`src/rtl/du_pkg.sv`:
```
// Shared constants and FSM encoding for the debug snapshot transmitter.
// Snapshot layout is {pad, ID/EX, IF/ID, mem window, register file}, LSB first on the wire.
package du_pkg;

    localparam int REG_W       = 1024;
    localparam int MEM_W       = 256;
    localparam int IFID_W      = 64;
    localparam int IDEX_W      = 126;
    localparam int SNAP_W      = 1472;
    localparam int SNAP_BYTES  = 184;
    localparam int FRAME_BYTES = 186;

    localparam logic [7:0] DEFAULT_HEADER = 8'hA5;
    localparam logic [7:0] LAST_IDX       = 8'(SNAP_BYTES - 1);

    typedef enum logic [2:0] {
        IDLE      = 3'd0,
        SEND_HDR  = 3'd1,
        SEND_PAY  = 3'd2,
        SEND_CSUM = 3'd3,
        DONE      = 3'd4
    } du_state_e;

    // Running XOR checksum over payload bytes.
    function automatic logic [7:0] csum_next(input logic [7:0] acc, input logic [7:0] b);
        return acc ^ b;
    endfunction

endpackage

```
`src/rtl/debug_snapshot_tx_if.sv`:
```
// Byte handshake between the frame sequencer and the UART transmitter.
interface debug_snapshot_tx_if;
    logic       start;
    logic [7:0] data;
    logic       ready;

    modport master (output start, output data, input ready);
    modport slave  (input start, input data, output ready);
endinterface

```
`src/rtl/uart_tx.sv`:
```
// 8N1 UART transmitter: accepts one byte per start pulse while ready, idles high.
module uart_tx #(
    parameter int CLKS_PER_BIT = 5208
) (
    input  logic                 clk,
    input  logic                 reset,
    debug_snapshot_tx_if.slave   link,
    output logic                 tx
);
    localparam int CW = (CLKS_PER_BIT > 1) ? $clog2(CLKS_PER_BIT) : 1;

    logic [CW-1:0] baud_cnt_r;
    logic [3:0]    bit_idx_r;
    logic [8:0]    shift_r;
    logic          ready_r;
    logic          tx_r;
    logic          bit_end_s;

    // End of the current bit period.
    always_comb begin
        bit_end_s = (baud_cnt_r == CW'(CLKS_PER_BIT - 1));
    end

    // Bit sequencer: bit 0 is the start bit, bit 9 the stop bit; ready returns after the stop bit.
    always_ff @(posedge clk or negedge reset) begin
        if (!reset) begin
            baud_cnt_r <= '0;
            bit_idx_r  <= 4'd0;
            shift_r    <= 9'h1FF;
            ready_r    <= 1'b1;
            tx_r       <= 1'b1;
        end else if (ready_r) begin
            baud_cnt_r <= '0;
            bit_idx_r  <= 4'd0;
            if (link.start) begin
                tx_r    <= 1'b0;
                shift_r <= {1'b1, link.data};
                ready_r <= 1'b0;
            end else begin
                tx_r    <= 1'b1;
            end
        end else if (bit_end_s) begin
            baud_cnt_r <= '0;
            if (bit_idx_r == 4'd9) begin
                ready_r <= 1'b1;
            end else begin
                tx_r      <= shift_r[0];
                shift_r   <= {1'b1, shift_r[8:1]};
                bit_idx_r <= bit_idx_r + 4'd1;
            end
        end else begin
            baud_cnt_r <= baud_cnt_r + CW'(1);
        end
    end

    assign link.ready = ready_r;
    assign tx         = tx_r;

endmodule

```
`src/rtl/debug_snapshot_tx.sv`:
```
// Latches a CPU debug snapshot on halt edge or manual request and streams it
// over UART as HEADER, 184 payload bytes, XOR checksum.
module debug_snapshot_tx
    import du_pkg::*;
#(
    parameter int         CLKS_PER_BIT = 5208,
    parameter logic [7:0] HEADER       = DEFAULT_HEADER
) (
    input  logic              clk,
    input  logic              reset,
    input  logic [REG_W-1:0]  du_reg,
    input  logic [MEM_W-1:0]  du_mem,
    input  logic [IFID_W-1:0] du_if_id,
    input  logic [IDEX_W-1:0] du_id_ex,
    input  logic              du_halt,
    input  logic              dump_req,
    output logic              tx,
    output logic              busy,
    output logic              done
);
    du_state_e         state_r, state_next_s;
    logic [SNAP_W-1:0] snap_r;
    logic [7:0]        idx_r;
    logic [7:0]        csum_r;
    logic              csum_sent_r;
    logic              halt_q_r;
    logic              busy_r;
    logic              done_r;
    logic              trigger_s;
    logic              start_s;
    logic [7:0]        data_s;
    logic [7:0]        pay_byte_s;

    debug_snapshot_tx_if link ();

    uart_tx #(.CLKS_PER_BIT(CLKS_PER_BIT)) u_uart (
        .clk   (clk),
        .reset (reset),
        .link  (link.slave),
        .tx    (tx)
    );

    // Trigger detection and payload byte selection.
    always_comb begin
        trigger_s  = (state_r == IDLE) && ((du_halt && !halt_q_r) || dump_req);
        pay_byte_s = snap_r[{idx_r, 3'b000} +: 8];
    end

    // FSM state register.
    always_ff @(posedge clk or negedge reset) begin
        if (!reset) begin
            state_r <= IDLE;
        end else begin
            state_r <= state_next_s;
        end
    end

    // FSM next-state logic.
    always_comb begin
        state_next_s = state_r;
        case (state_r)
            IDLE:      if (trigger_s) state_next_s = SEND_HDR;  else state_next_s = IDLE;
            SEND_HDR:  if (start_s)   state_next_s = SEND_PAY;  else state_next_s = SEND_HDR;
            SEND_PAY:  if (start_s && (idx_r == LAST_IDX)) state_next_s = SEND_CSUM;
                       else state_next_s = SEND_PAY;
            SEND_CSUM: if (csum_sent_r && link.ready) state_next_s = DONE;
                       else state_next_s = SEND_CSUM;
            DONE:      state_next_s = IDLE;
            default:   state_next_s = IDLE;
        endcase
    end

    // FSM outputs: byte offered to the UART and its one-cycle start strobe.
    always_comb begin
        start_s = 1'b0;
        data_s  = 8'h00;
        case (state_r)
            SEND_HDR: begin
                start_s = link.ready;
                data_s  = HEADER;
            end
            SEND_PAY: begin
                start_s = link.ready;
                data_s  = pay_byte_s;
            end
            SEND_CSUM: begin
                start_s = link.ready && !csum_sent_r;
                data_s  = csum_r;
            end
            default: begin
                start_s = 1'b0;
                data_s  = 8'h00;
            end
        endcase
    end

    assign link.start = start_s;
    assign link.data  = data_s;

    // Snapshot, byte index, checksum and registered status outputs.
    always_ff @(posedge clk or negedge reset) begin
        if (!reset) begin
            halt_q_r    <= 1'b1;
            snap_r      <= '0;
            idx_r       <= 8'd0;
            csum_r      <= 8'h00;
            csum_sent_r <= 1'b0;
            busy_r      <= 1'b0;
            done_r      <= 1'b0;
        end else begin
            halt_q_r <= du_halt;
            busy_r   <= (state_next_s == SEND_HDR) || (state_next_s == SEND_PAY) ||
                        (state_next_s == SEND_CSUM);
            done_r   <= (state_next_s == DONE);
            if (trigger_s) begin
                snap_r      <= {2'b00, du_id_ex, du_if_id, du_mem, du_reg};
                idx_r       <= 8'd0;
                csum_r      <= 8'h00;
                csum_sent_r <= 1'b0;
            end else begin
                if ((state_r == SEND_PAY) && start_s) begin
                    idx_r  <= idx_r + 8'd1;
                    csum_r <= csum_next(csum_r, pay_byte_s);
                end
                if ((state_r == SEND_CSUM) && start_s) begin
                    csum_sent_r <= 1'b1;
                end
            end
        end
    end

    assign busy = busy_r;
    assign done = done_r;

endmodule
```
`config.mk`:
```
export PLATFORM = sky130hd
export DESIGN_NAME = debug_snapshot_tx
export DESIGN_NICKNAME = d
export VERILOG_FILES = /design/src/rtl/du_pkg.sv /design/src/rtl/debug_snapshot_tx_if.sv /design/src/rtl/uart_tx.sv /design/src/rtl/debug_snapshot_tx.sv
export SDC_FILE = /design/constraint.sdc
export NUM_CORES = 2
export LEC_CHECK = 0
export ABC_AREA = 1
export BUFFER_PORTS_ARGS = -buffer_cell sky130_fd_sc_hd__buf_2
export CAP_MARGIN = 40
export CORE_AREA = 5 5 575 577
export DETAILED_ROUTE_END_ITERATION = 10
export DIE_AREA = 0 0 580 582
export GPL_TIMING_DRIVEN = 0
export PLACE_DENSITY = 0.42
export SYNTH_ARGS = -nofsm -noshare
export SYNTH_HDL_FRONTEND = slang
export SYNTH_HIERARCHICAL = 1
export SYNTH_SLANG_ARGS = --single-unit
```
`constraint.sdc`:
```
create_clock -name clk -period 2.07 [get_ports clk]
set_input_delay 0.207 -clock clk [delete_from_list [all_inputs] [get_ports clk]]
set_output_delay 0.207 -clock clk [all_outputs]
set_load 0.01 [all_outputs]
```
==> results.md <==
- Worst rel slew slack: 0.323
- Setup TNS: -62740 ps
- Yosys Warn Count: 6
- H-tree Lvls: 4
- Fill cells: 33900
- Clock slew at reported path FFs: 60 ps
- Crit share post-route: 1.52
- Switching share of power: 0.425
- Leakage power: 57.9 nW
- Seq pwr share: 0.337
- WL/cell: 34.3 um
- Synth cell types: 43
- Max Slew Vio Count: 0
- Root Buffer: clkbuf_16
- Worst setup path startpoint: idx_r[0]
- Share of cells above drive strength 1: 0.229
- Post-synth ARST share: 1.00
- Cell repeated most along the worst path: nand2_1
- Synth Cell Area: 71500 um2
- Crit path launch type: flip-flop
- I/O Buffers: 1476
- Overall routing resource usage: 0.341
- Nets: 14500
- Crit-path leading delay family: simple AND/OR/NAND/NOR gates
- Pwr dens: 1220 nW/um2
- Hpwl dp: 459000 um
- Hold slack final: -651 ps
- CP Capture Type: flip-flop
- Die Span X: 580 um
- Via count: 85400
- Clock network power share: 0.255
- Fin. Hold Viols: 335
- Status: complete, but fails checks
- Finish-stage setup viols: 646
- Crit-path cells: buf_12 -> nand2_8 -> inv_12 -> buf_12 -> buf_16 -> nand2_1 -> nand4_1 -> nand3_1 -> nand3_2 -> nand3_4 -> nand2_2 -> nand3_4 -> nand2_2 -> nand2_1 -> nand2_1 -> nand2_1 -> nand2_1 -> nand3_1 -> nand2_1
- DR pass1 iterations: 6
- Number of synthesized flops with an enable pin: 0
- Clk sinks: 1520
- Worst-path maximum fanout: 10
- Largest net degree at the start of global routing: 160
- Mapped Cells: 9617
- Area leader, netlist: dfrtp_1
- Via-to-Cell Ratio: 4.86
- GPL Wtd Cong: 0.942
- CTS tree: done
- Residual DRC count: 0
- Min Tclk post-route: 3150 ps
- Post-synthesis sequential area ratio: 0.532
- Hold Crit Class: in2async
- Gr ovfl total: 0
- Failing checks: hold timing, setup timing
- Antenna-violating nets left: 0
- Crit path DAT: 3940 ps
- Starting Density: 0.220
- Number of global-route vias before repair: 83400
- Unrepaired setup endpoints after global routing: true
- Syn Nets: 11100
- Int Power: 81.4 mW
- Reg2reg start: idx_r[0]
- Skew-Pair Late Insertion Delay: 900 ps
- Buf/Inv on CP: 4
- Comb pwr share: 0.408
- Sw power: 60.0 mW
- Area delta synth->final: 62.2%
- Area share of the largest cell type after synthesis: 0.528
- Worst setup margin: -1080 ps
- Max Cap Violations: 0
- Peak supply drop: 0.862 mV
- Die area: 338000 um2
- Antenna violations before repair: 164
- Final wirelength: 604000 um
- Max stage delay on crit path: 470 ps
- Ys flop type: dfrtp_1
- Syn Area/Cell: 7.43 um2
- Ports: 1477
- Core Region: 326000 um2
- FMAX: 317 MHz
- Initial DRC count: 9538
- Largest cells by area after synthesis: dfrtp_1 53%, nand2_1 25%, o21ai_0 4.8%, nand3_1 4.2%, inv_1 3.4%
- Synth Register Bits: 1520
- WP data required: 2850 ps
- First-pass GRT wire length: 773000 um
- Setup Crit Path Kind: reg2reg
- Worst path slowest cell: nand4_1
- Worst Skew: 56.0 ps
- # rows: 210
- CTS buffer count: 193
- Die span in y: 582 um
- Most common cell after layout, fill and taps aside: nand2_1
- Most frequent cells in the layout: 4575 x nand2_1, 1520 x buf_2, 1508 x dfrtp_1
- Clock Path Buffers: 4
- Worst Max-Slew Pin Slew: 1010 ps
[kinds of logic (layout without fill, tap and decap cells)]
| kind of cell | after synthesis | in the layout | share of synthesized area |
|---|---|---|---|
| adder cells (fa/ha/maj) | 4 | 4 | 0.000700 |
| AO/OA/AOI/OAI | 779 | 779 | 0.0558 |
| AND/OR/NAND/NOR | 6031 | 6031 | 0.338 |
| other | 0 | 90 | 0 |
| XOR/XNOR | 5 | 5 | 0.000613 |
| flip-flops | 1520 | 1520 | 0.532 |
| buffers and inverters | 1278 | 4815 | 0.0727 |
[flip-flops by register name, indices dropped and copies added (netlist names)]
signal             count
snap_r              1470
u_uart/baud_cnt_r     13
csum_r                 8
idx_r                  8
u_uart/shift_r         8
u_uart/bit_idx_r       4
state_r                3
busy                   1
csum_sent_r            1
done                   1
halt_q_r               1
u_uart/link.ready      1
u_uart/tx              1
[cell usage after synthesis, types with 2 or more instances]
cell type     n
inv_1       652
buf_6         9
nand3b_1      7
xor2_1        4
o21bai_1      2
nor2_1      339
nor3_1        9
a21oi_1      42
inv_2        10
a221oi_1      2
o22ai_1       2
nor2_2        2
dfrtp_1    1509
dfstp_2      11
nand4_1     272
buf_4        33
o211ai_1     20
nand2_1    4795
clkinv_1      3
buf_2       166
nand3_1     596
nand2_4       2
a21boi_1      3
a22oi_1       2
o21ai_0     684
buf_1        46
ha_1          4
o21ai_1      18
clkbuf_1    359
[per-stage QoR]
step / cell area, um2 / utilization / power (mW) / instances / worst slack (ps)
2_1_floorplan: 71500 / - / 68.4 / 9617 / 15.0
3_3_place_gp: 84400 / 0.259 / 95.0 / 15400 / -37120
3_5_place_dp: 86500 / 0.266 / 96.4 / 15500 / -2470
4_1_cts: 112000 / 0.343 / 139 / 17400 / -1060
5_1_grt: 116000 / 0.356 / 147 / 17500 / -1100
6_report: 116000 / 0.356 / 141 / 17600 / -1080
[area by class of cell]
| class | instances | area (um2) | area share |
|---|---|---|---|
| Antenna cell | 90 | 225 | 0.00194 |
| Inverter | 665 | 2530 | 0.0218 |
| Buffer | 610 | 6280 | 0.0542 |
| Sequential cell | 1520 | 38100 | 0.328 |
| Clock buffer | 285 | 5730 | 0.0494 |
| Multi-Input combinational cell | 6819 | 30400 | 0.263 |
| Tap cell | 4346 | 5440 | 0.0469 |
| Clock inverter | 59 | 802 | 0.00692 |
| Timing Repair Buffer | 3196 | 26400 | 0.228 |
[timing repair]
action,CTS,global route
hold endpoints to repair,1863,227
pin swaps,40,41
cloned,7,26
setup buffers,38,64
gates resized for setup,890,1464
setup endpoints to repair,1762,1937
hold buffers,1474,2
[power groups by stage]
stage / Clock [mW] / Sequential [mW] / Combinational [mW]
CTS: 36.4 / 47.4 / 54.9
global route: 37.4 / 48.8 / 61.0
floorplan: 0 / 45.7 / 22.7
finish: 36.0 / 47.7 / 57.7
detailed placement: 0 / 47.8 / 48.6
global placement: 0 / 48.1 / 46.9
[routing by layer]
layer,share of wire,global-route usage,up-vias,routed length (um)
li1,-,-,36900,-
met1,0.42,0.452,41800,251000
met2,0.43,0.524,5237,261000
met3,0.081,0.0649,1417,48900
met4,0.069,0.189,58,41800
met5,0.00057,0,-,343
[worst paths after layout]
kind / to / slack, ps / cells past startpoint
max in group asynchronous: snap_r[686] / 330 / 5
min reg2reg: u_uart/baud_cnt_r[0] / 460 / 1
max: u_uart/shift_r[0] / -1080 / 19
min in group clk: snap_r[962] / 70 / 4
min: snap_r[149] / -650 / 1
max reg2reg: u_uart/shift_r[0] / -1080 / 19
No activity file was read; power rests on OpenSTA's default activity.
